==> src/rtl/aes_sched_pkg.sv <==
// Shared types and constants for the AES core scheduler: FSM states,
// key length encodings and the round / key-word count lookups.
package aes_sched_pkg;

    typedef enum logic [2:0] {
        ST_IDLE,
        ST_KRST,
        ST_KEXP,
        ST_RUN,
        ST_DRAIN
    } state_t;

    localparam logic [1:0] KEY_128 = 2'b00;
    localparam logic [1:0] KEY_192 = 2'b01;
    localparam logic [1:0] KEY_256 = 2'b10;
    localparam logic [1:0] KEY_INV = 2'b11;

    localparam logic [3:0] NR_128 = 4'd10;
    localparam logic [3:0] NR_192 = 4'd12;
    localparam logic [3:0] NR_256 = 4'd14;

    localparam logic [3:0] NK_128 = 4'd4;
    localparam logic [3:0] NK_192 = 4'd6;
    localparam logic [3:0] NK_256 = 4'd8;

    // Round count for a key length; the invalid code never reaches here.
    function automatic logic [3:0] nr_of(input logic [1:0] kl);
        case (kl)
            KEY_192: nr_of = NR_192;
            KEY_256: nr_of = NR_256;
            default: nr_of = NR_128;
        endcase
    endfunction

    // Key length in 32-bit words for a key length code.
    function automatic logic [3:0] nk_of(input logic [1:0] kl);
        case (kl)
            KEY_192: nk_of = NK_192;
            KEY_256: nk_of = NK_256;
            default: nk_of = NK_128;
        endcase
    endfunction

endpackage

==> src/rtl/sched_res_fifo.sv <==
// Result buffer: first-word fall-through FIFO with occupancy count.
// Push and pop in the same cycle are both taken, even when full.
module sched_res_fifo #(
    parameter int WIDTH = 128,
    parameter int DEPTH = 8
) (
    input  logic                       clk,
    input  logic                       rstb,
    input  logic                       push,
    input  logic [WIDTH-1:0]           din,
    input  logic                       pop,
    output logic [WIDTH-1:0]           dout,
    output logic                       empty,
    output logic [$clog2(DEPTH+1)-1:0] count
);
    localparam int PW = (DEPTH > 1) ? $clog2(DEPTH) : 1;
    localparam int CW = $clog2(DEPTH + 1);
    localparam logic [PW-1:0] LAST = PW'(DEPTH - 1);
    localparam logic [CW-1:0] FULL_CNT = CW'(DEPTH);

    logic [WIDTH-1:0] mem [DEPTH];
    logic [PW-1:0]    wr_ptr;
    logic [PW-1:0]    rd_ptr;
    logic             full;
    logic             wr_en;
    logic             rd_en;

    function automatic logic [PW-1:0] nxt(input logic [PW-1:0] p);
        nxt = (p == LAST) ? '0 : p + 1'b1;
    endfunction

    assign empty = (count == '0);
    assign full  = (count == FULL_CNT);
    assign wr_en = push && (!full || pop);
    assign rd_en = pop && !empty;
    assign dout  = mem[rd_ptr];

    // Pointer and occupancy tracking.
    always_ff @(posedge clk or negedge rstb) begin
        if (!rstb) begin
            wr_ptr <= '0;
            rd_ptr <= '0;
            count  <= '0;
        end else begin
            if (wr_en) wr_ptr <= nxt(wr_ptr);
            if (rd_en) rd_ptr <= nxt(rd_ptr);
            case ({wr_en, rd_en})
                2'b10:   count <= count + 1'b1;
                2'b01:   count <= count - 1'b1;
                default: count <= count;
            endcase
        end
    end

    // Storage array; data is not reset, only the pointers are.
    always_ff @(posedge clk) begin
        if (wr_en) mem[wr_ptr] <= din;
    end

endmodule

==> src/rtl/aes_core_sched.sv <==
// AES core scheduler: sequences key expansion, feeds blocks to the
// encrypt core under a credit limit and buffers its results in order.
module aes_core_sched
    import aes_sched_pkg::*;
#(
    parameter int MAX_OUT = 8
) (
    input  logic         CLK,
    input  logic         RSTB,
    input  logic         job_start,
    input  logic [1:0]   key_len,
    input  logic         op_in,
    input  logic         job_end,
    input  logic         blk_valid,
    output logic         blk_ready,
    input  logic [127:0] blk_data,
    output logic         res_valid,
    input  logic         res_ready,
    output logic [127:0] res_data,
    output logic         busy,
    output logic         done,
    output logic         err,
    output logic [127:0] Plain_text,
    output logic         t_ready,
    output logic         t_reset,
    output logic         op,
    output logic [3:0]   Nr,
    input  logic         Core_Full,
    input  logic         c_ready,
    input  logic [127:0] Ciphertext,
    output logic         k_ready,
    output logic         k_reset,
    output logic [3:0]   Nk_val,
    input  logic         k_done
);
    localparam int CW = $clog2(MAX_OUT + 1);
    localparam logic [CW:0] CREDIT = (CW + 1)'(MAX_OUT);

    state_t        state;
    state_t        state_nxt;
    logic [CW-1:0] outstanding;
    logic [CW-1:0] fifo_count;
    logic          fifo_empty;
    logic          accept;
    logic          push;
    logic          pop;
    logic          start_ok;
    logic          proto_err;
    logic          drain_exit;

    assign accept     = blk_valid && blk_ready;
    assign push       = c_ready && (outstanding != '0);
    assign pop        = res_valid && res_ready;
    assign start_ok   = job_start && (state == ST_IDLE) && (key_len != KEY_INV);
    assign proto_err  = (job_start && ((state != ST_IDLE) || (key_len == KEY_INV)))
                     || (c_ready && (outstanding == '0));
    assign drain_exit = (state == ST_DRAIN) && (outstanding == '0) && fifo_empty;
    assign res_valid  = !fifo_empty;
    assign blk_ready  = (state == ST_RUN) && !Core_Full
                     && (({1'b0, outstanding} + {1'b0, fifo_count}) < CREDIT);

    // State register.
    always_ff @(posedge CLK or negedge RSTB) begin
        if (!RSTB) state <= ST_IDLE;
        else       state <= state_nxt;
    end

    // Next-state and state-decoded strobes.
    always_comb begin
        state_nxt = state;
        t_reset   = 1'b0;
        k_reset   = 1'b0;
        k_ready   = 1'b0;
        busy      = (state != ST_IDLE);
        case (state)
            ST_IDLE:  if (start_ok) state_nxt = ST_KRST;
            ST_KRST: begin
                t_reset   = 1'b1;
                k_reset   = 1'b1;
                state_nxt = ST_KEXP;
            end
            ST_KEXP: begin
                k_ready = 1'b1;
                if (k_done) state_nxt = ST_RUN;
            end
            ST_RUN:   if (job_end) state_nxt = ST_DRAIN;
            ST_DRAIN: if (drain_exit) state_nxt = ST_IDLE;
            default:  state_nxt = ST_IDLE;
        endcase
    end

    // Job configuration, pulses and in-flight block count.
    always_ff @(posedge CLK or negedge RSTB) begin
        if (!RSTB) begin
            op          <= 1'b0;
            Nr          <= '0;
            Nk_val      <= '0;
            err         <= 1'b0;
            done        <= 1'b0;
            t_ready     <= 1'b0;
            outstanding <= '0;
        end else begin
            if (start_ok) begin
                op     <= op_in;
                Nr     <= nr_of(key_len);
                Nk_val <= nk_of(key_len);
            end
            err     <= proto_err;
            done    <= drain_exit;
            t_ready <= accept;
            case ({accept, push})
                2'b10:   outstanding <= outstanding + 1'b1;
                2'b01:   outstanding <= outstanding - 1'b1;
                default: outstanding <= outstanding;
            endcase
        end
    end

    // Block register toward the encrypt core.
    always_ff @(posedge CLK or negedge RSTB) begin
        if (!RSTB)       Plain_text <= '0;
        else if (accept) Plain_text <= blk_data;
    end

    sched_res_fifo #(
        .WIDTH (128),
        .DEPTH (MAX_OUT)
    ) u_res_fifo (
        .clk   (CLK),
        .rstb  (RSTB),
        .push  (push),
        .din   (Ciphertext),
        .pop   (pop),
        .dout  (res_data),
        .empty (fifo_empty),
        .count (fifo_count)
    );

endmodule

==> config.mk <==
export PLATFORM = sky130hd
export DESIGN_NAME = aes_core_sched
export DESIGN_NICKNAME = d
export VERILOG_FILES = /design/src/rtl/aes_sched_pkg.sv /design/src/rtl/sched_res_fifo.sv /design/src/rtl/aes_core_sched.sv
export SDC_FILE = /design/constraint.sdc
export NUM_CORES = 1
export LEC_CHECK = 0
export BUFFER_PORTS_ARGS = -buffer_cell sky130_fd_sc_hd__buf_4
export CAP_MARGIN = 5
export CORE_AREA = 2 2 380 307
export DETAILED_ROUTE_END_ITERATION = 16
export DIE_AREA = 0 0 382 309
export GPL_ROUTABILITY_DRIVEN = 0
export GPL_TIMING_DRIVEN = 0
export MAX_ROUTING_LAYER = met4
export REMOVE_ABC_BUFFERS = 1
export SLEW_MARGIN = 40
export SYNTH_ARGS = -nofsm -noshare
export SYNTH_HDL_FRONTEND = slang
export SYNTH_HIERARCHICAL = 1
export SYNTH_SLANG_ARGS = --single-unit
==> constraint.sdc <==
create_clock -name CLK -period 28.3 [get_ports CLK]
set_input_delay 7.075 -clock CLK [delete_from_list [all_inputs] [get_ports CLK]]
set_output_delay 7.075 -clock CLK [all_outputs]
set_load 0.01 [all_outputs]
==> impl_metrics.ini <==
[clock_tree]
cts.htree.levels = 3
post_cts_resize_count = 0
cts_root_buffer = sky130_fd_sc_hd__clkbuf_16
clk_path_buf_depth = 3
clk_transition_reported_paths_ns = 0.06
clock_tree_from_tritoncts = yes
cts_sinks = 1179
clk_latency_ns = 0.72
cts-buffers-inserted = 115
postCtsSetupBuffers = 0
postCtsHoldBufs = 0

[logic_synthesis]
synth_edf_count = 1024
yosysUniqueCellTypes = 46
synth_top_area_share_pct = 67.8
synthesis.area_um2 = 45400
netlist.top_cell.by_area = sky130_fd_sc_hd__edfxtp_1
proportion_of_synthesized_chip_area_in_sequential_cells_pct = 76.3
ys_top_cells_by_area = sky130_fd_sc_hd__edfxtp_1, sky130_fd_sc_hd__dfrtp_1, sky130_fd_sc_hd__mux4_2
synthMostInstantiatedCell = sky130_fd_sc_hd__edfxtp_1
synth.top_cells.by_count = sky130_fd_sc_hd__edfxtp_1, sky130_fd_sc_hd__mux2_2, sky130_fd_sc_hd__dfrtp_1, sky130_fd_sc_hd__mux4_2, sky130_fd_sc_hd__mux4_1
post_synth_inst_count = 1920
synth.yosys.warnings = 6
synth.avg_cell_area_um2 = 23.6
postSynth.topFlopCell = sky130_fd_sc_hd__edfxtp_1
flop_and_latch_count_out_of_synthesis = 1179
asyncSetResetFlopFracSynth_pct = 13.1

[place]
place_hpwl_um = 76900
placement.cell_area_um2 = 53200
placement.io_buffers = 539
cell_total_after_placement = 4131
pre_cts_ws_ns = 12.78

[finish]
ff_latch_area_um2 = 34600
synthToLayoutAreaGrowth_pct = 25.7
stdcell_area_um2 = 57100
multi_input_area_um2 = 10100
fillerInstances = 9107
drive_above_1_share_pct = 49.1
nNetsFinal = 3011
post_layout_nonfiller_instances = 4361

[worst_setup_path]
timing.critical_path.max_delay_family = compound AO/OA/AOI/OAI gates
critical-path-slowest-cell = sky130_fd_sc_hd__a2111oi_1
crit_fanout = 3
critical_path_arrival_ns = 8.49
cp-start-kind = input pin
cp_cell_sequence = buf_4, or3_4, a2111oi_1, buf_4
r2r_slack_ns = 24.24
required_ns = 21.22
startpoint_of_the_worst_slack_reg_to_reg_timing_path = u_res_fifo/count[0]
worstSetupStartpoint = Core_Full
path_common_cell = sky130_fd_sc_hd__buf_4
cp-end-kind = primary output
critPathMaxStageDelay_ns = 0.66
rr_endpoint = u_res_fifo/mem[6][16]
timing.critical_path.to = blk_ready
worst_setup_path_type = in2out
crit_cells = 4
sum_of_buffers_and_inverters_on_the_critical_path = 2
rr_worst_depth = 14

[timing]
clock.fmax_ghz = 0.0643
timing.final.max_slew_violations = 0
final_min_period_over_clock_period_pct = 55.0
worst_setup_margin_ns = 12.74
unrepaired_setup_endpoints_after_global_routing = false
largest_clock_skew_in_the_final_design_ns = 0.0289
slew-limit-headroom_pct = 46.0
worst-slew-pin-transition_ns = 0.808
finalSetupViolCount = 0
final_hold_viol_count = 0
final_period_minus_worst_setup_slack_ns = 15.56

[outcome]
status = finished clean

[global_routing]
grt_antenna_before_repair = 12
gr-usage-all-layers_pct = 18.8
grt-ovfl-total = 0
grt_pass1_wl_um = 159000
number_of_global_route_vias_before_repair = 24100
grt_max_degree = 76

[die]
rows = 111
floorplan.io_pins = 542
area_inside_the_core_boundary_um2 = 114000
design.die.area_um2 = 118000
die_y_um = 309
floorplan.initialDensity_pct = 39.8
die_w_um = 382

[power_and_ir_drop]
powerDensity_nw_per_um2 = 104
worst_ir_drop_vdd_mv = 0.0697
power_leakage_nw = 20.7

[drt]
remaining_drc_errors = 0
drt_pre_antenna_iters = 4
drt-vias-per-instance = 5.10
routed_wl_um = 107000
initialDrtViolationCount = 1380
wl_per_cell_um = 24.6
final_ant_viol_nets = 0
routed-via-count = 22300

[flow_run]
maxcap_violations = 0

[hold_path]
hold_path_class = reg2reg
min_path_cells = 1
## sequential cells by signal, indices dropped and copies added (netlist names)
| signal | flops |
|---|---|
| u_res_fifo/wr_ptr | 3 |
| Nr | 3 |
| t_ready | 1 |
| u_res_fifo/count | 4 |
| Plain_text | 128 |
| outstanding | 4 |
| err | 1 |
| done | 1 |
| u_res_fifo/rd_ptr | 3 |
| op | 1 |
| u_res_fifo/mem | 1024 |
| state | 3 |
| Nk_val | 3 |
## report_power, final
group	switching (mW)	internal, mW
Sequential	0.131	2.23
Combinational	0.988	1.07
Clock	0.638	0.892
Total	1.76	4.19
## per-stage QoR
| stage | total power [mW] | TNS, ns | hold slack (ns) | util, % |
|---|---|---|---|---|
| 2_1_floorplan | 3.71 | 0 | 0.500 | - |
| 3_3_place_gp | 4.83 | -1322.61 | 0.464 | 44.4 |
| 3_5_place_dp | 4.48 | 0 | 0.456 | 46.7 |
| 4_1_cts | 6.03 | 0 | 0.478 | 50.0 |
| 5_1_grt | 6.22 | 0 | 0.502 | 50.0 |
| 6_report | 5.95 | 0 | 0.475 | 50.0 |
## layout make-up
| type | count | area share, % |
|---|---|---|
| tap | 1525 | 3.34 |
| inverter | 15 | 0.0987 |
| multi-input combinational | 635 | 17.7 |
| antenna | 12 | 0.0526 |
| timing repair buffer | 777 | 11.4 |
| clock buffer | 148 | 5.44 |
| sequential | 1179 | 60.7 |
| clock inverter | 70 | 1.23 |
## placed cells by master, fill, tap and decap left out, drive strengths merged, types with 2 or more instances in the layout
master | synthesis | routed
nor2 | 7 | 7
mux4 | 256 | 256
a21oi | 5 | 5
edfxtp | 1024 | 1024
nor4 | 3 | 3
a2111o | 2 | 2
nor2b | 6 | 6
conb | 1 | 2
nor3b | 7 | 7
mux2 | 265 | 265
bufinv | 0 | 13
mux2i | 4 | 4
o211ai | 4 | 4
and2 | 2 | 2
o21ai | 6 | 6
nand3 | 4 | 4
xnor2 | 2 | 2
nand2b | 6 | 6
o311ai | 2 | 2
nand2 | 12 | 12
xor2 | 2 | 2
or3 | 3 | 3
buf | 64 | 777
diode | 0 | 12
clkinv | 0 | 46
ha | 18 | 18
clkinvlp | 0 | 7
nor3 | 5 | 5
fa | 2 | 2
clkbuf | 27 | 148
inv | 15 | 19
dfrtp | 155 | 155
or4b | 2 | 2
## cell families (layout without fill, tap and decap cells)
logic type / after synthesis / count (layout) / share of synthesized area [%]
muxes: 525 / 525 / 20.2
other: 1 / 14 / 0.00826
and+or+nand+nor: 59 / 59 / 0.761
AOI/OAI and AO/OA: 25 / 25 / 0.416
DFF: 1179 / 1179 / 76.3
xor gates and xnor gates: 4 / 4 / 0.0772
buffers and inverters: 107 / 1010 / 1.64
adders and majority gates: 20 / 20 / 0.585
## worst register-to-register path, stage by stage (launching register included)
cell and delay, ns:
sky130_fd_sc_hd__dfrtp_1 0.51, sky130_fd_sc_hd__or3_1 0.24, sky130_fd_sc_hd__nor2_1 0.10, sky130_fd_sc_hd__nor2b_1 0.28, sky130_fd_sc_hd__nand2b_1 0.19, sky130_fd_sc_hd__o21ai_2 0.16, sky130_fd_sc_hd__nor3_2 0.56, sky130_fd_sc_hd__buf_4 0.29
sky130_fd_sc_hd__buf_4 0.18, sky130_fd_sc_hd__buf_4 0.15, sky130_fd_sc_hd__buf_2 0.22, sky130_fd_sc_hd__buf_4 0.21, sky130_fd_sc_hd__buf_2 0.23, sky130_fd_sc_hd__buf_4 0.20, sky130_fd_sc_hd__buf_2 0.22
## routing by layer
| layer | global-route usage, % | vias to the layer above | part of all wire, % |
|---|---|---|---|
| met5 | - | - | 0 |
| met4 | 4.14 | 0 | 1.9 |
| met3 | 5.83 | 144 | 6.7 |
| met2 | 29.5 | 508 | 48 |
| met1 | 24.3 | 11900 | 43 |
| li1 | - | 9734 | - |
## worst min path at each step
stage,from,endpoint
3_3_place_gp,Nr[3],Nr[3]
4_1_cts,Nr[3],Nr[3]
2_1_floorplan,state[2],state[0]
3_5_place_dp,Nr[3],Nr[3]
6_report,Nr[3],Nr[3]
5_1_grt,Nr[3],Nr[3]
Power figures use the tool's default switching activity.
